===== config.mk =====
export PLATFORM = sky130hd
export DESIGN_NAME = class_sum_argmax
export DESIGN_NICKNAME = d
export VERILOG_FILES = /design/src/rtl/tkws_pkg.sv /design/src/rtl/class_sum_sat_acc.sv /design/src/rtl/class_sum_argmax.sv
export SDC_FILE = /design/constraint.sdc
export NUM_CORES = 1
export LEC_CHECK = 0
export CAP_MARGIN = 40
export CORE_MARGIN = 1.5
export CORE_UTILIZATION = 51
export DETAILED_ROUTE_END_ITERATION = 16
export MAX_ROUTING_LAYER = met4
export PLACE_DENSITY = 0.71
export SYNTH_ARGS = -nofsm -noshare
export SYNTH_HDL_FRONTEND = slang
export SYNTH_HIERARCHICAL = 1
export SYNTH_SLANG_ARGS = --single-unit

===== constraint.sdc =====
create_clock -name CP -period 7.2 [get_ports CP]
set_clock_uncertainty 0.2 [all_clocks]
set_input_delay 0.72 -clock CP [delete_from_list [all_inputs] [get_ports CP]]
set_output_delay 0.72 -clock CP [all_outputs]
set_load 0.02 [all_outputs]

===== src/rtl/tkws_pkg.sv =====
// Shared types and helpers for the TsetlinKWS class-sum / argmax stage.
package tkws_pkg;

  typedef enum logic [1:0] {IDLE, ACCUM, SCAN, DONE} state_e;

  localparam int N_CLASS_DEF  = 12;
  localparam int WEIGHT_W_DEF = 8;
  localparam int SUM_W_DEF    = 14;

  // Signed add clamped to the range of a sum_w-bit two's-complement value.
  function automatic logic signed [31:0] sat_add(input logic signed [31:0] a,
                                                 input logic signed [31:0] b,
                                                 input int sum_w);
    logic signed [32:0] s;
    logic signed [32:0] hi;
    logic signed [32:0] lo;
    s  = {a[31], a} + {b[31], b};
    hi = (33'sd1 <<< (sum_w - 1)) - 33'sd1;
    lo = -(33'sd1 <<< (sum_w - 1));
    if (s > hi)      sat_add = hi[31:0];
    else if (s < lo) sat_add = lo[31:0];
    else             sat_add = s[31:0];
  endfunction

endpackage


===== src/rtl/class_sum_sat_acc.sv =====
// Per-class signed saturating sum register file: one write port (accumulate)
// and one combinational read port driven from the registers.
module class_sum_sat_acc
  import tkws_pkg::*;
#(
  parameter int N_CLASS  = N_CLASS_DEF,
  parameter int WEIGHT_W = WEIGHT_W_DEF,
  parameter int SUM_W    = SUM_W_DEF,
  localparam int CLASS_W = $clog2(N_CLASS)
) (
  input  logic                CP,
  input  logic                CDN,
  input  logic                clr_i,
  input  logic                wr_en_i,
  input  logic [CLASS_W-1:0]  wr_idx_i,
  input  logic [WEIGHT_W-1:0] wr_weight_i,
  input  logic [CLASS_W-1:0]  rd_idx_i,
  output logic [SUM_W-1:0]    rd_sum_o
);

  logic [SUM_W-1:0]   sum_q [N_CLASS];
  logic signed [31:0] add_res;

  always_comb begin
    add_res = sat_add(32'($signed(sum_q[wr_idx_i])), 32'($signed(wr_weight_i)), SUM_W);
  end

  always_ff @(posedge CP or negedge CDN) begin
    if (!CDN) begin
      for (int i = 0; i < N_CLASS; i++) sum_q[i] <= '0;
    end else if (clr_i) begin
      for (int i = 0; i < N_CLASS; i++) sum_q[i] <= '0;
    end else if (wr_en_i) begin
      sum_q[wr_idx_i] <= add_res[SUM_W-1:0];
    end
  end

  assign rd_sum_o = sum_q[rd_idx_i];

endmodule


===== src/rtl/class_sum_argmax.sv =====
// Accumulates weighted clause votes per keyword class, then scans the sums
// one class per cycle and presents the argmax over a valid/ready handshake.
module class_sum_argmax
  import tkws_pkg::*;
#(
  parameter int N_CLASS  = N_CLASS_DEF,
  parameter int WEIGHT_W = WEIGHT_W_DEF,
  parameter int SUM_W    = SUM_W_DEF,
  localparam int CLASS_W = $clog2(N_CLASS)
) (
  input  logic                CP,
  input  logic                CDN,
  input  logic                start_i,
  input  logic                vote_valid_i,
  output logic                vote_ready_o,
  input  logic [CLASS_W-1:0]  vote_class_i,
  input  logic [WEIGHT_W-1:0] vote_weight_i,
  input  logic                vote_fire_i,
  input  logic                vote_last_i,
  output logic                result_valid_o,
  input  logic                result_ready_i,
  output logic [CLASS_W-1:0]  result_class_o,
  output logic [SUM_W-1:0]    result_sum_o,
  output logic                busy_o,
  output logic                err_o
);

  localparam logic [CLASS_W:0]   N_CLASS_C = (CLASS_W+1)'(N_CLASS);
  localparam logic [CLASS_W-1:0] LAST_IDX  = CLASS_W'(N_CLASS - 1);

  state_e                    state_q;
  logic [CLASS_W-1:0]        scan_idx_q;
  logic signed [SUM_W-1:0]   best_sum_q;
  logic [CLASS_W-1:0]        best_idx_q;
  logic                      vote_ready_q;
  logic                      result_valid_q;
  logic                      busy_q;
  logic                      err_q;

  logic                      transfer;
  logic                      in_range;
  logic                      wr_en;
  logic [SUM_W-1:0]          rd_sum;

  always_comb begin
    transfer = vote_valid_i && vote_ready_q;
    in_range = {1'b0, vote_class_i} < N_CLASS_C;
    wr_en    = transfer && vote_fire_i && in_range && !start_i;
  end

  class_sum_sat_acc #(
    .N_CLASS  (N_CLASS),
    .WEIGHT_W (WEIGHT_W),
    .SUM_W    (SUM_W)
  ) u_acc (
    .CP          (CP),
    .CDN         (CDN),
    .clr_i       (start_i),
    .wr_en_i     (wr_en),
    .wr_idx_i    (vote_class_i),
    .wr_weight_i (vote_weight_i),
    .rd_idx_i    (scan_idx_q),
    .rd_sum_o    (rd_sum)
  );

  always_ff @(posedge CP or negedge CDN) begin
    if (!CDN) begin
      state_q        <= IDLE;
      scan_idx_q     <= '0;
      best_sum_q     <= '0;
      best_idx_q     <= '0;
      vote_ready_q   <= 1'b0;
      result_valid_q <= 1'b0;
      busy_q         <= 1'b0;
      err_q          <= 1'b0;
    end else if (start_i) begin
      // Abort from any state; a vote presented alongside start is dropped.
      state_q        <= ACCUM;
      scan_idx_q     <= '0;
      vote_ready_q   <= 1'b1;
      result_valid_q <= 1'b0;
      busy_q         <= 1'b1;
      err_q          <= 1'b0;
    end else begin
      case (state_q)
        IDLE: ;
        ACCUM: begin
          if (transfer) begin
            if (!in_range) err_q <= 1'b1;
            if (vote_last_i) begin
              state_q      <= SCAN;
              vote_ready_q <= 1'b0;
              scan_idx_q   <= '0;
            end
          end
        end
        SCAN: begin
          // Strict greater-than keeps the lowest index on ties.
          if (scan_idx_q == '0 || $signed(rd_sum) > best_sum_q) begin
            best_sum_q <= $signed(rd_sum);
            best_idx_q <= scan_idx_q;
          end
          if (scan_idx_q == LAST_IDX) begin
            state_q        <= DONE;
            result_valid_q <= 1'b1;
          end else begin
            scan_idx_q <= scan_idx_q + CLASS_W'(1);
          end
        end
        DONE: begin
          if (result_ready_i) begin
            state_q        <= IDLE;
            result_valid_q <= 1'b0;
            busy_q         <= 1'b0;
          end
        end
        default: state_q <= IDLE;
      endcase
    end
  end

  assign vote_ready_o   = vote_ready_q;
  assign result_valid_o = result_valid_q;
  assign result_class_o = best_idx_q;
  assign result_sum_o   = best_sum_q;
  assign busy_o         = busy_q;
  assign err_o          = err_q;

endmodule


==> results.toml, run 1 <==
[timing]
setup_tns_ns = 0
fmax_mhz = 194
finalCriticalPeriod_ns = 5.16
final_hold_viol_count = 0
tightest_slew_ns = 0.947
rsz0062_at_grt = "no"
setup_viol = 0
period_share_pct = 71.6
slew_headroom_pct = 36.9
final_max_slew_viol_count = 0
fin_ws_ns = 2.04

[critical_path]
endpoint_kind = "flop"
path_class = "primary input to flop"
critPathLaunchType = "primary input"
worstRegToRegCells = 8
crit_required_ns = 7.37
ff2ff_setup_slack_ns = 2.54
reg2reg_from = "scan_idx_q[2]"
timing.rr.end = "result_class_o[1]"
worstPathArrival_ns = 5.33
critPathMaxFanout = 21

[drt]
drt_wl_total_mm = 32.6
wl_per_cell_um = 24.3
drt_pass1_iterations = 5
vias = 8889
drt_iter0_drc = 996
drc_errors = 0
vias_per_cell = 6.63
drt.antenna.violating_nets = 0

[logic_synthesis]
synth_nets = 1073
yosys.area_share.simple_pct = 9.85
synth_compound_area_share_pct = 17.4
yosysUniqueCellTypes = 72
synth_top_family_by_area = "multiplexers"
avgSynthCellArea_um2 = 11.2
syn-cell-area_mm2 = 0.0114
synth_top_flop_cell = "dfrtp_1"
synthAdderAreaFrac_pct = 3.97
ys_warn_count = 6
synth-seq-cells = 196
yosysTopAreaCell = "dfrtp_1"
yosysSeqAreaShare_pct = 43.0
yosysMostFrequentCell = "dfrtp_1"
synth_edf_count = 0
synth-xor-area-share_pct = 0.844
synth_common_cells = "dfrtp_1, nand2_1, o21ai_0"
yosysTopAreaCellShare_pct = 43.0
synthMuxAreaShare_pct = 20.9
ys_top_cells_by_area = "dfrtp_1, mux4_2, a22o_1, nand2_1, o21ai_0"
synthArstFlopShare_pct = 100
netlist_instances = 1020

[placement]
numPortBuffers = 40
place_ws_ns = 1.58
hpwlAfterDp_mm = 22.0
gp_congestion = 0.877
dp_cells = 1307

[cts]
cts_tree = "built"
ctsHoldBuffers = 1
cts_buffer_depth = 2
clkTransAtPathRegs_ns = 0.07
cts-root-buf = "clkbuf_16"
clock_latency_ns = 0.44
cts_resized = 0
cts-buffers-inserted = 17
htree_num_levels = 4
clkSinkCount = 196
post_cts_buffers = 0

[floorplan]
start_util_pct = 52.1
rows = 54
die_w_um = 153
core_area_mm2 = 0.0219
ios = 41
die-area_mm2 = 0.0233
die_h_um = 153

[global_routing]
grt_max_degree = 94
grt_remaining_overflow = 0
grt_pass1_wl_mm = 51.3
antenna_found_initial = 0
track_usage_pct = 29.4
grt_pass1_vias = 8784

[cells_and_area]
syn_to_final_growth_pct = 12.9
nFillCells = 1797
drive_above_1_share_pct = 19.2
final_nets = 1101
final_util_pct = 58.9
antenna_cells = 0
final_cells = 1341

[hold_path]
hold_class = "flop to flop"
min_to = "busy_o"
hp-start = "busy_o"
holdPathStages = 1

[power_and_ir_drop]
peakVddDrop_mv = 0.131
powerDensity_mw_per_mm2 = 188
total_leakage_power_nw = 5.43

[job]
max_cap_viol_count = 0

[status]
status = "completed"
[sequential cells by signal (all words and copies together) (netlist names)]
signal	count
result_class_o	4
u_acc/sum_q	168
state_q	2
err_o	1
result_sum_o	14
scan_idx_q	4
result_valid_o	1
vote_ready_o	1
busy_o	1
[layer usage]
metal / up-vias / track usage [%] / routed length [um]
met5: - / - / 0
met4: 0 / 11.2 / 1240
met3: 86 / 5.60 / 2610
met2: 430 / 43.6 / 15300
met1: 4500 / 40.4 / 13400
li1: 3873 / - / -
[placed cells by master (no fill, tap or decap), drive strengths merged, types with 10 or more instances in the layout]
cell type / count
a21oi: 31
a22o: 72
buf: 37
clkbuf: 19
clkdlybuf4s50: 37
dfrtp: 196
ha: 33
inv: 45
mux2: 17
mux2i: 30
mux4: 83
nand2: 142
nand3: 10
nor2: 29
nor3: 21
o21ai: 124
o22ai: 14
[worst max-delay path, stage by stage]
cell             delay (ns)
clkdlybuf4s50_1        0.81
nor2b_1                0.33
buf_4                  0.30
nand2_1                0.07
o21ai_0                0.12
ha_1                   0.24
inv_1                  0.07
fa_1                   0.43
nor2b_1                0.16
o31a_1                 0.19
o21ba_2                0.17
o21ai_2                0.09
a21oi_1                0.57
nor3_1                 0.14
nor3_2                 0.63
a22o_1                 0.27
[stage by stage]
step | hold slack, ns | power, mW | area (um^2)
after detailed placement | 0.280 | 1.49 | 12300
after global routing | 0.322 | 2.51 | 12900
after CTS | 0.297 | 2.43 | 12900
final | 0.285 | 2.42 | 12900
after global placement | 0.261 | 1.47 | 12000
after floorplan | 0.224 | 1.36 | 11400
[how the worst max path moves through the flow]
stage               startpoint                to  slack (ns)  depth (start not counted)
2_1_floorplan  vote_class_i[0]  u_acc/sum_q[147]        2.47                         17
3_3_place_gp   vote_class_i[2]   u_acc/sum_q[81]        1.55                         16
3_5_place_dp   vote_class_i[2]   u_acc/sum_q[53]        1.58                         16
4_1_cts        vote_class_i[2]   u_acc/sum_q[67]        1.94                         16
5_1_grt        vote_class_i[2]  u_acc/sum_q[166]        1.78                         16
6_report       vote_class_i[2]   u_acc/sum_q[12]        2.04                         16
[layout make-up]
type                       instances  area, um^2  area share [%]
inverter                          39         146            1.14
sequential                       196        4910            38.1
clock inverter                    14         144            1.12
timing repair buffer              77         807            6.26
tap                              280         350            2.72
multi-input combinational        717        6090            47.3
clock buffer                      18         439            3.41
[cell families after synthesis]
kind of cell	Yosys count
and+or+nand+nor	247
xor gates and xnor gates	11
buffers and inverters	107
adders and majority gates	36
DFF	196
muxes	130
AOI/OAI and AO/OA	293
[where the power goes]
part	internal, mW	switching, mW	leakage, nW	total, mW
Combinational	0.129	0.200	2.43	0.330
Sequential	1.12	0.0187	2.72	1.14
Clock	0.497	0.457	0.283	0.954
No activity file was read; power rests on OpenSTA's default activity.
==> run 2, diff against run 1 <==
==> constraint.sdc (replaced) <==
create_clock -name CP -period 5.1 [get_ports CP]
set_clock_uncertainty 0.2 [all_clocks]
set_input_delay 0.51 -clock CP [delete_from_list [all_inputs] [get_ports CP]]
set_output_delay 0.51 -clock CP [all_outputs]
set_load 0.02 [all_outputs]
==> results.toml, run 2 (synthesis results as in run 1) <==
[cts]
cts_resized = 0
clkTransAtPathRegs_ns = 0.07
cts_tree = "built"
cts-root-buf = "clkbuf_16"
cts_buffer_depth = 2
clkSinkCount = 196
post_cts_buffers = 0
clock_latency_ns = 0.44
htree_num_levels = 4
ctsHoldBuffers = 1
cts-buffers-inserted = 17

[global_routing]
antenna_found_initial = 0
busiest_layer = "met2"
grt_pass1_wl_mm = 50.5
grt_pass1_vias = 8785
grt_use_met3_pct = 7.28
grt_use_met1_pct = 39.3
use_met2_pct = 43.2
grt_remaining_overflow = 0
track_usage_pct = 29.1
grt_max_degree = 98

[drt]
wl_per_cell_um = 23.4
drt.antenna.violating_nets = 0
drc_errors = 0
drt_pass1_iterations = 5
vias = 8880
vias_per_cell = 6.57
drt_iter0_drc = 980
drt_wl_total_mm = 31.6

[power_and_ir_drop]
peakVddDrop_mv = 0.188
total_leakage_power_nw = 5.44
p_int_mw = 2.49
powerDensity_mw_per_mm2 = 267
combPwrFrac_pct = 13.5
sequentialPowerShare_pct = 46.9
clkPwrFrac_pct = 39.6
swShare_pct = 27.3
p_switching_uw = 933

[floorplan]
die_h_um = 153
rows = 54
die-area_mm2 = 0.0233
core_area_mm2 = 0.0219
start_util_pct = 52.1
ios = 41
die_w_um = 153

[timing]
slew_headroom_pct = 27.5
setup_tns_ns = 0
period_share_pct = 89.5
final_max_slew_viol_count = 0
finalCriticalPeriod_ns = 4.57
setup_viol = 0
rsz0062_at_grt = "no"
fmax_mhz = 219
tightest_slew_ns = 1.08
final_hold_viol_count = 0

[placement]
placed_area_mm2 = 0.0122
hpwlAfterDp_mm = 21.9
gp_congestion = 0.874
numPortBuffers = 40
dp_cells = 1318

[cells_and_area]
nFillCells = 1835
final_cell_mix = "dfrtp_1, nand2_1, o21ai_0"
largest_register_ffs = 168
regArea_mm2 = 0.00491
drive_above_1_share_pct = 19.0
multi_input_area_mm2 = 0.00605
fin_area_mm2 = 0.0128
syn_to_final_growth_pct = 12.4
antenna_cells = 0
final_common_cell = "dfrtp_1"
largest_register = "u_acc/sum_q"
final_cells = 1352
final_nets = 1112
final_util_pct = 58.6

[critical_path]
crit_required_ns = 5.28
endpoint_kind = "flop"
critPathMaxFanout = 22
critPathLaunchType = "primary input"
path_class = "primary input to flop"
worstPathArrival_ns = 4.74

[job]
max_cap_viol_count = 0

[hold_path]
hold_class = "flop to flop"

[status]
status = "completed"
-- run 2: changes by cell type in the layout (fill, tap and decap cells not counted), sizes merged --
cell and delta:
buf +11, bufinv +1, inv -4, clkdlybuf4s15 -1, clkbuf +1, clkinvlp +1
clkinv +2
-- run 2: worst max-delay path, cell delays in order --
cell	delay, ns
buf_4	0.39
mux4_2	0.58
mux2i_1	0.27
o21ai_0	0.18
ha_1	0.28
inv_1	0.10
fa_1	0.21
nor2b_1	0.07
o31a_1	0.28
o21ba_2	0.23
o21ai_2	0.21
a21o_1	0.23
buf_4	0.17
nor3_1	0.06
nor3_2	0.67
a22o_1	0.27
-- run 2: layer usage --
metal	routed length, um	part of all wire, %
met1	13000	41
met4	1060	3.3
met2	15000	47
met5	0	0
met3	2590	8.2
-- run 2: area by class of cell --
class	instances	share of cell area, %
Multi-Input combinational cell	717	47.2
Sequential cell	196	38.3
Timing Repair Buffer	88	6.16
Clock buffer	18	3.35
Tap cell	280	2.73
Clock inverter	14	1.20
Inverter	39	1.14
-- run 2: metrics by stage --
stage	hold slack, ns	setup WS, ns	power (mW)
after floorplan	0.0144	0.582	1.92
after global placement	0.262	0.168	2.08
after detailed placement	0.265	0.109	2.09
after CTS	0.280	0.560	3.44
after global routing	0.322	0.232	3.55
final	0.273	0.533	3.42
-- run 2: final timing paths --
check                                start               to  slack [ns]  cells after the start
max                        vote_class_i[0]  u_acc/sum_q[63]        0.53                     16
min                                 busy_o           busy_o        0.27                      1
max reg2reg                u_acc/sum_q[56]  u_acc/sum_q[63]        0.71                     15
min reg2reg                         busy_o           busy_o        0.27                      1
max in group asynchronous              CDN  u_acc/sum_q[59]        2.97                      3
min in group asynchronous              CDN  u_acc/sum_q[28]        0.51                      2
-- run 2: power by group through the flow --
stage / registers, mW / logic, mW / clock network (mW)
6_report: 1.60 / 0.460 / 1.36
5_1_grt: 1.61 / 0.503 / 1.44
4_1_cts: 1.60 / 0.460 / 1.37
3_5_place_dp: 1.63 / 0.459 / 0
3_3_place_gp: 1.63 / 0.451 / 0
2_1_floorplan: 1.65 / 0.271 / 0
